--- config.mk ---
export PLATFORM = sky130hd
export DESIGN_NAME = graytobin_seq
export DESIGN_NICKNAME = d
export VERILOG_FILES = /design/src/rtl/graytobin_seq.sv
export SDC_FILE = /design/constraint.sdc
export NUM_CORES = 1
export LEC_CHECK = 0
export CORE_MARGIN = 1
export CORE_UTILIZATION = 51
export CTS_BUF_LIST = sky130_fd_sc_hd__clkbuf_8
export CTS_CLUSTER_SIZE = 10
export DETAILED_ROUTE_END_ITERATION = 6
export PLACE_DENSITY = 0.78
export SLEW_MARGIN = 10
export SYNTH_ARGS = -nofsm -noshare
export SYNTH_HDL_FRONTEND = slang
export SYNTH_SLANG_ARGS = --single-unit
--- constraint.sdc ---
create_clock -name clk -period 2.1 [get_ports clk]
set_clock_uncertainty 0.1 [all_clocks]
set_input_delay 0.21 -clock clk [delete_from_list [all_inputs] [get_ports clk]]
set_output_delay 0.21 -clock clk [all_outputs]
set_load 0.02 [all_outputs]
--- src/rtl/graytobin_seq.sv ---
// Sequential Gray-to-binary decoder, one bit per clock, MSB first.
// Flags accepted words that are not 1-bit-adjacent to the previous one.
module graytobin_seq #(
  parameter int WIDTH = 4
) (
  input  logic             clk,
  input  logic             rst,
  input  logic             in_valid,
  output logic             in_ready,
  input  logic [WIDTH-1:0] gray_in,
  output logic             out_valid,
  input  logic             out_ready,
  output logic [WIDTH-1:0] bin_out,
  output logic             adj_err
);

  localparam int IW = $clog2(WIDTH);

  typedef enum logic [1:0] {
    IDLE,
    CONV,
    DONE
  } state_t;

  state_t state_q, state_d;

  logic [WIDTH-1:0] g_q;
  logic [WIDTH-1:0] acc_q;
  logic [WIDTH-1:0] acc_d;
  logic [WIDTH-1:0] prev_q;
  logic [WIDTH-1:0] bin_q;
  logic [WIDTH-1:0] diff;
  logic [WIDTH-1:0] acc_sh;
  logic [IW-1:0]    idx_q;
  logic             have_prev_q;
  logic             err_q;
  logic             adj_q;
  logic             err_d;
  logic             accept;
  logic             last;

  assign accept = (state_q == IDLE) & in_valid;
  assign last   = (state_q == CONV) & (idx_q == '0);

  // State register; reset discards any in-flight word
  always_ff @(posedge clk) begin
    if (rst) state_q <= IDLE;
    else     state_q <= state_d;
  end

  // Next-state logic
  always_comb begin
    state_d = state_q;
    unique case (state_q)
      IDLE:    if (in_valid)  state_d = CONV;
      CONV:    if (last)      state_d = DONE;
      DONE:    if (out_ready) state_d = IDLE;
      default:                state_d = IDLE;
    endcase
  end

  // Handshake outputs decoded from state
  always_comb begin
    in_ready  = (state_q == IDLE);
    out_valid = (state_q == DONE);
  end

  // Resolve bit idx from the bit above it; the MSB sees a zero above
  always_comb begin
    acc_sh = acc_q >> 1;
    acc_d  = acc_q;
    for (int i = 0; i < WIDTH; i++) begin
      if (IW'(i) == idx_q) acc_d[i] = g_q[i] ^ acc_sh[i];
    end
  end

  // Adjacent iff the XOR difference has exactly one bit set
  always_comb begin
    diff  = gray_in ^ prev_q;
    err_d = have_prev_q &
            ~((diff != '0) & ((diff & (diff - 1'b1)) == '0));
  end

  // Datapath registers: capture, bit-serial accumulate, result hold
  always_ff @(posedge clk) begin
    if (rst) begin
      g_q         <= '0;
      acc_q       <= '0;
      idx_q       <= '0;
      prev_q      <= '0;
      have_prev_q <= 1'b0;
      err_q       <= 1'b0;
      bin_q       <= '0;
      adj_q       <= 1'b0;
    end else if (accept) begin
      g_q         <= gray_in;
      acc_q       <= '0;
      idx_q       <= IW'(WIDTH - 1);
      prev_q      <= gray_in;
      have_prev_q <= 1'b1;
      err_q       <= err_d;
    end else if (state_q == CONV) begin
      acc_q <= acc_d;
      idx_q <= idx_q - 1'b1;
      if (last) begin
        bin_q <= acc_d;
        adj_q <= err_q;
      end
    end
  end

  assign bin_out = bin_q;
  assign adj_err = adj_q;

endmodule

==> results.txt <==
----------------------------------------------------
[CTS]
  Deepest clock path buffer count ... 2
  Worst skew pair latency ... 250 ps
  Number of H-tree branching levels ... 1
  Clock tree sinks ... 18
  Buffers inserted by post-CTS timing repair ... 0
  Hold_buf cts ... 0
  Clock buffer count from CTS ... 3
  TritonCTS clock tree ... done
  Resized cells post-CTS ... 0
  Cell chosen for the clock root ... sky130_fd_sc_hd__clkbuf_8
  Clock input transition at the sequential cells of the worst setup and hold paths ... 60 ps

[Hold path]
  Worst hold path stage count ... 2
  Worst hold endpoint ... adj_err$_SDFFE_PP0P_
  Min-Delay Path Class ... register to register
  Worst Min Path Start ... adj_err$_SDFFE_PP0P_

[STA]
  Clock period minus worst slack ... 1820 ps
  Setup repair after global routing missed its margin ... no
  Fin crit share ... 0.865
  Max-slew violation count ... 0
  Measured slew at the worst slew-check pin ... 461 ps
  Final hold viol count ... 0
  # setup viols final ... 0
  Final TNS setup ... 0 ps
  Worst slew slack as a fraction of its limit ... 0.691
  F_max ... 551 MHz

[Detailed routing]
  Top layer reached by signal wires ... met4
  Met3 routed wirelength ... 34 µm
  Routed length on met1 ... 711 µm
  Post-detailed-route count of antenna-violating nets ... 0
  Drt drc ... 0
  Number of iterations in the first detailed-routing pass ... 4
  Met2 wire len ... 824 µm
  Post-DR vias/cell ... 5.17
  Initial drt markers ... 6
  Per-cell routed wire length ... 12.3 µm
  Detailed-route wire length ... 1610 µm
  Via count of the routed design ... 677

[Worst setup path]
  Cell count of the worst reg-to-reg path ... 4
  Worst setup path startpoint ... state_q[1]$_SDFFE_PP0P_
  Reg-to-reg critical path endpoint ... bin_out[3]$_SDFFE_PP0P_
  Top cell family by delay on the critical path ... buffers and inverters
  Total buffers and inverters traversed by the critical path ... 1
  Class of the most critical setup path ... register to primary output
  Capturing element type of the critical path ... primary output
  Required time at the endpoint of the critical path ... 1790 ps
  Setup slack of the most critical reg-to-reg path ... 520 ps
  Largest fanout on the critical path ... 4
  Cell at the slowest stage of the critical path ... sky130_fd_sc_hd__clkdlybuf4s50_1
  Crit-path max cell delay ... 640 ps
  Arrival time of data at the critical path endpoint ... 1510 ps
  Cell chain of the critical path ... nor2b_1, clkdlybuf4s50_1
  Critical path startpoint category ... register
  Startpoint of the most critical register-to-register path ... state_q[0]$_SDFFE_PP0P_

[Layout]
  Post-layout instance area ... 1030 µm²
  Most frequent standard cell in the layout excluding fill and tap cells ... sky130_fd_sc_hd__nand2_1
  Area added between synthesis and finish ... 22.1%
  Total number of nets in the final design ... 129
  Share of post-route cells with drive strength above 1 ... 0.0696
  N_diodes ... 0
  Most frequent cells in the layout ... sky130_fd_sc_hd__nand2_1, sky130_fd_sc_hd__dfxtp_1, sky130_fd_sc_hd__a21oi_1, sky130_fd_sc_hd__clkdlybuf4s50_1, sky130_fd_sc_hd__nor2_1

[Global route]
  Maximum number of pins on one net before global-route repair ... 16
  Wire length of the first global-routing pass ... 2700 µm
  Via count of the first global-routing pass ... 644
  Global route total overflow ... 0
  Combined global-route utilization of all metal layers ... 0.208
  Antenna violations before repair ... 0

[Yosys]
  Share of async-settable or async-resettable flops after synthesis ... 0
  Post-synth EDFFs ... 0
  Top flip-flop cell by instance count after synthesis ... sky130_fd_sc_hd__dfxtp_1
  Synthesized area per cell ... 8.42 µm²
  Post-synthesis net count ... 112
  Number of different library cells in the post-synthesis netlist ... 23
  Number of storage elements in the synthesis netlist ... 18
  Cell count after synthesis ... 100
  Number of warnings issued by yosys ... 0
  Synthesized cell area ... 842 µm²
  Fraction of the yosys area taken by sequential cells ... 0.428

[Floorplanning]
  Die area ... 1820 µm²
  Width of the die ... 42.6 µm
  Number of placed I/O pins ... 15
  Effective utilization at floorplan ... 0.553
  Number of placement rows ... 14
  Total core area ... 1520 µm²
  Die Span Y ... 42.6 µm

[Power]
  Largest vdd supply drop ... 0.531 mV
  Pwr dens ... 769 nW/µm²
  Standby leakage power ... 0.386 nW
  Total design power ... 791 µW

[Placement]
  Half-perimeter wire length after placement ... 1220 µm
  RePlAce Congestion ... 0.766
  Input/output buffers ... 14
  Placed inst area ... 987 µm²

[Job]
  Reported max-cap violation count ... 0

[Outcome]
  Result of the run ... finished clean

----------------------------------------------------
## metal layers
layer | up-vias | global-route usage
li1 | 358 | -
met1 | 305 | 0.241
met2 | 10 | 0.339
met3 | 4 | 0.0388
met4 | 0 | 0.144
met5 | - | 0
## logic make-up (layout without fill, tap and decap cells)
family	after synthesis	after routing	synth area share
xor gates and xnor gates	9	9	0.0936
DFF	18	18	0.428
AOI/OAI and AO/OA	19	19	0.126
and+or+nand+nor	42	42	0.221
muxes	3	3	0.0357
adders and majority gates	4	4	0.0594
buffers and inverters	5	20	0.0357
## metrics by stage
| step | utilization | setup WS, ps | cells | hold slack (ps) |
|---|---|---|---|---|
| after floorplan | - | 822 | 100 | 175 |
| after global placement | 0.648 | 424 | 128 | 343 |
| after detailed placement | 0.648 | 385 | 128 | 346 |
| after CTS | 0.675 | 281 | 131 | 356 |
| after global routing | 0.675 | 210 | 131 | 370 |
| final | 0.675 | 284 | 131 | 352 |
## flip-flops by register name, summed over array words and instances, names as in the netlist
register,cells
idx_q,2
bin_out,4
have_prev_q,1
adj_err,1
prev_q,4
state_q,2
acc_q,3
err_q,1
## worst max-delay path by stage
| stage | to | slack, ps | cells past startpoint |
|---|---|---|---|
| 2_1_floorplan | err_q$_SDFFE_PP0P_ | 820 | 4 |
| 3_3_place_gp | err_q$_SDFFE_PP0P_ | 420 | 5 |
| 3_5_place_dp | err_q$_SDFFE_PP0P_ | 390 | 5 |
| 4_1_cts | out_valid | 280 | 2 |
| 5_1_grt | out_valid | 210 | 2 |
| 6_report | out_valid | 280 | 2 |
## final cells by class
class	count	area, µm²
inverters	2	7.51
fillers	132	495
well taps	16	20.0
repair buffers	15	148
clock buffers	3	41.3
multi-input cells	77	452
flip-flops and latches	18	360
## synth_stat cells (2+ instances only)
| cell | count | area [µm²] |
|---|---|---|
| sky130_fd_sc_hd__inv_1 | 2 | 7.51 |
| sky130_fd_sc_hd__mux2i_1 | 3 | 30.0 |
| sky130_fd_sc_hd__dfxtp_1 | 18 | 360 |
| sky130_fd_sc_hd__a21oi_1 | 15 | 75.1 |
| sky130_fd_sc_hd__nor2_1 | 11 | 41.3 |
| sky130_fd_sc_hd__xnor2_1 | 6 | 52.6 |
| sky130_fd_sc_hd__nand2b_1 | 2 | 12.5 |
| sky130_fd_sc_hd__nand2_1 | 22 | 82.6 |
| sky130_fd_sc_hd__o21ai_0 | 2 | 10.0 |
| sky130_fd_sc_hd__xor2_1 | 3 | 26.3 |
| sky130_fd_sc_hd__ha_1 | 4 | 50.1 |
## worst register-to-register path, delay by kind of cell (launching register included)
kind | cells | cell delay, ps
AND/OR/NAND/NOR | 3 | 850
flip-flops | 1 | 380
AO/OA/AOI/OAI | 1 | 190
## power breakdown
part,leakage [nW],internal [mW],total [mW],switching [mW]
Combinational,0.217,0.0789,0.169,0.0899
Clock,0.0216,0.127,0.235,0.107
Sequential,0.147,0.366,0.387,0.0214
Total,0.386,0.572,0.791,0.219
No activity file was read; power rests on OpenSTA's default activity.
==> patch, RTL diff (same settings) <==
Re-encode `state_t` (3 states) as one-hot, 3 bits wide.
--- a/src/rtl/graytobin_seq.sv
+++ b/src/rtl/graytobin_seq.sv
@@ -16,10 +16,10 @@
 
   localparam int IW = $clog2(WIDTH);
 
-  typedef enum logic [1:0] {
-    IDLE,
-    CONV,
-    DONE
+  typedef enum logic [2:0] {
+    IDLE = 3'b001,
+    CONV = 3'b010,
+    DONE = 3'b100
   } state_t;
 
   state_t state_q, state_d;
Check against the original RTL: no difference found for any inputs over 10 cycles, from zero or initial values and one cycle with rst high; not proved beyond that.
==> patch against the unedited design <==
  * Cell count grew 7.6%
  * Routed wire length shrank 0.50%
  * Global-route usage shrank 2.3 points
  * Register-to-register slack gained 0.04 ns
  * Worst setup slack lost 0.15 ns
  * Power shrank 2.5%
  * Sequential cell count grew 1
  * Design area grew 12%
  * Fmax shrank 7.5%
  * Area after synthesis grew 12%
  * Largest power group unchanged
==> patch: results (changes against the unedited design) <==
The routed via count came out at 724 (was 677). The wire length after detailed routing is 1600 µm (was 1610 µm), and the ratio of total power to cell area is 672 nW/µm² (was 769 nW/µm²). The internal power of the cells was 0.000575 W (was 0.000572 W). Routed length on met3: 53 µm (was 34 µm). The tools report the count of routing violations after the opening detailed-route iteration as 9 (was 6).

Flop-to-flop setup slack: 0.56 ns (was 0.52 ns). The post-route worst hold slack is 0.357 ns (was 0.352 ns). Cell types with the largest area share after synthesis: sky130_fd_sc_hd__dfxtp_1 40%, sky130_fd_sc_hd__mux2i_1 11%, sky130_fd_sc_hd__xnor2_1 9.3% (was sky130_fd_sc_hd__dfxtp_1 43%, sky130_fd_sc_hd__nand2_1 9.8%, sky130_fd_sc_hd__a21oi_1 8.9%). The end point of the most critical hold path was have_prev_q$_SDFFE_PP0P_ (was adj_err$_SDFFE_PP0P_). Most common library cells after synthesis: 19 x sky130_fd_sc_hd__dfxtp_1, 14 x sky130_fd_sc_hd__nor2_1, 10 x sky130_fd_sc_hd__mux2i_1, 10 x sky130_fd_sc_hd__xnor2_1, 8 x sky130_fd_sc_hd__a21oi_1 (was 22 x sky130_fd_sc_hd__nand2_1, 18 x sky130_fd_sc_hd__dfxtp_1, 15 x sky130_fd_sc_hd__a21oi_1, 11 x sky130_fd_sc_hd__nor2_1, 6 x sky130_fd_sc_hd__xnor2_1).

Number of unique standard cell types used by synthesis: 32 (was 23). The power share of the combinational group came out at 17.2% (was 21.3%). The root buffer cell was sky130_fd_sc_hd__clkbuf_8 (unchanged). The launching point of the worst reg2reg path was state_q[1]$_SDFFE_PP0P_ (was state_q[0]$_SDFFE_PP0P_). Clock network power consumption: 0.000243 W (was 0.000235 W). The number of detailed-routing iterations run before antenna repair is 4 (unchanged). For the number of standard cells in the final layout excluding fillers, the log shows 141 (was 131). The maximum fanout along the worst path was 7 (was 4). The most common cell after layout, fill and taps aside was sky130_fd_sc_hd__dfxtp_1 (was sky130_fd_sc_hd__nand2_1). The startpoint of the worst hold path was have_prev_q$_SDFFE_PP0P_ (was adj_err$_SDFFE_PP0P_).

The run gives 0.426 nW (was 0.386 nW) as the cell leakage power. The destination of the worst register-to-register timing path is adj_err$_SDFFE_PP0P_ (was bin_out[3]$_SDFFE_PP0P_). The fraction of the yosys area taken by sequential cells was 40.5% (was 42.8%); the placer congestion estimate was 0.783 (was 0.766).

The run gives 18.5% (was 20.8%) as the global router's overall resource usage. The primary flip-flop cell chosen by synthesis mapping was sky130_fd_sc_hd__dfxtp_1 (unchanged). Slowest library cell on the worst path: sky130_fd_sc_hd__clkdlybuf4s50_1 (unchanged). The run finished with clean final reports. The logs give 112 (unchanged) for the net count after synthesis and 1200 µm (was 1220 µm) for the HPWL after detailed placement.

The number of global-route vias before repair is 621 (was 644). For the wire length of the first global-routing pass, the log shows 2660 µm (was 2700 µm). The launching element of the worst setup path is state_q[2]$_SDFFE_PP0P_ (was state_q[1]$_SDFFE_PP0P_). The worst relative slew slack was 66.4% (was 69.1%); the share of cells above drive strength 1 was 9.48% (was 6.96%). The wire length on met2 came out at 727 µm (was 824 µm).
patch: changes by cell type after synthesis, moves of 2 or more:
cell | unedited run | this run
sky130_fd_sc_hd__nand3b_1 | 0 | 2
sky130_fd_sc_hd__mux2i_1 | 3 | 10
sky130_fd_sc_hd__nor2_1 | 11 | 14
sky130_fd_sc_hd__nand2_1 | 22 | 6
sky130_fd_sc_hd__xor2_1 | 3 | 0
sky130_fd_sc_hd__a21oi_1 | 15 | 8
sky130_fd_sc_hd__xnor2_1 | 6 | 10
patch: worst max-delay path: cells and delay by family (launching register included):
kind / cells / cell delay, ns
buffers and inverters: 1 / 0.64
DFF: 1 / 0.49
and+or+nand+nor: 1 / 0.27
patch: metrics by stage:
step | area [µm²] | setup WS, ns
finish | 1150 | 0.137
CTS | 1150 | 0.138
detailed placement | 1100 | 0.417
global placement | 1100 | 0.455
floorplan | 940 | 0.539
global route | 1150 | 0.00178
patch: kinds of logic after synthesis:
group	after synthesis	share of synthesized area, %
AO/OA/AOI/OAI	14	9.32
XOR/XNOR	10	9.32
adder cells (fa/ha/maj)	4	5.33
buffers and inverters	7	3.73
flip-flops	19	40.5
multiplexers	10	10.7
AND/OR/NAND/NOR	36	21.2
patch: layout make-up:
cell class	count	area (µm²)
fill	145	579
multi-input combinational	74	524
sequential	19	380
timing repair buffer	16	155
clock buffer	3	41.3
tap	25	31.3
inverter	3	11.3
clock inverter	1	3.75
patch: metal layers:
metal	global-route usage, %	vias up
li1	-	373
met1	24.4	335
met2	28.7	12
met3	3.60	4
met4	9.09	0
met5	0	-
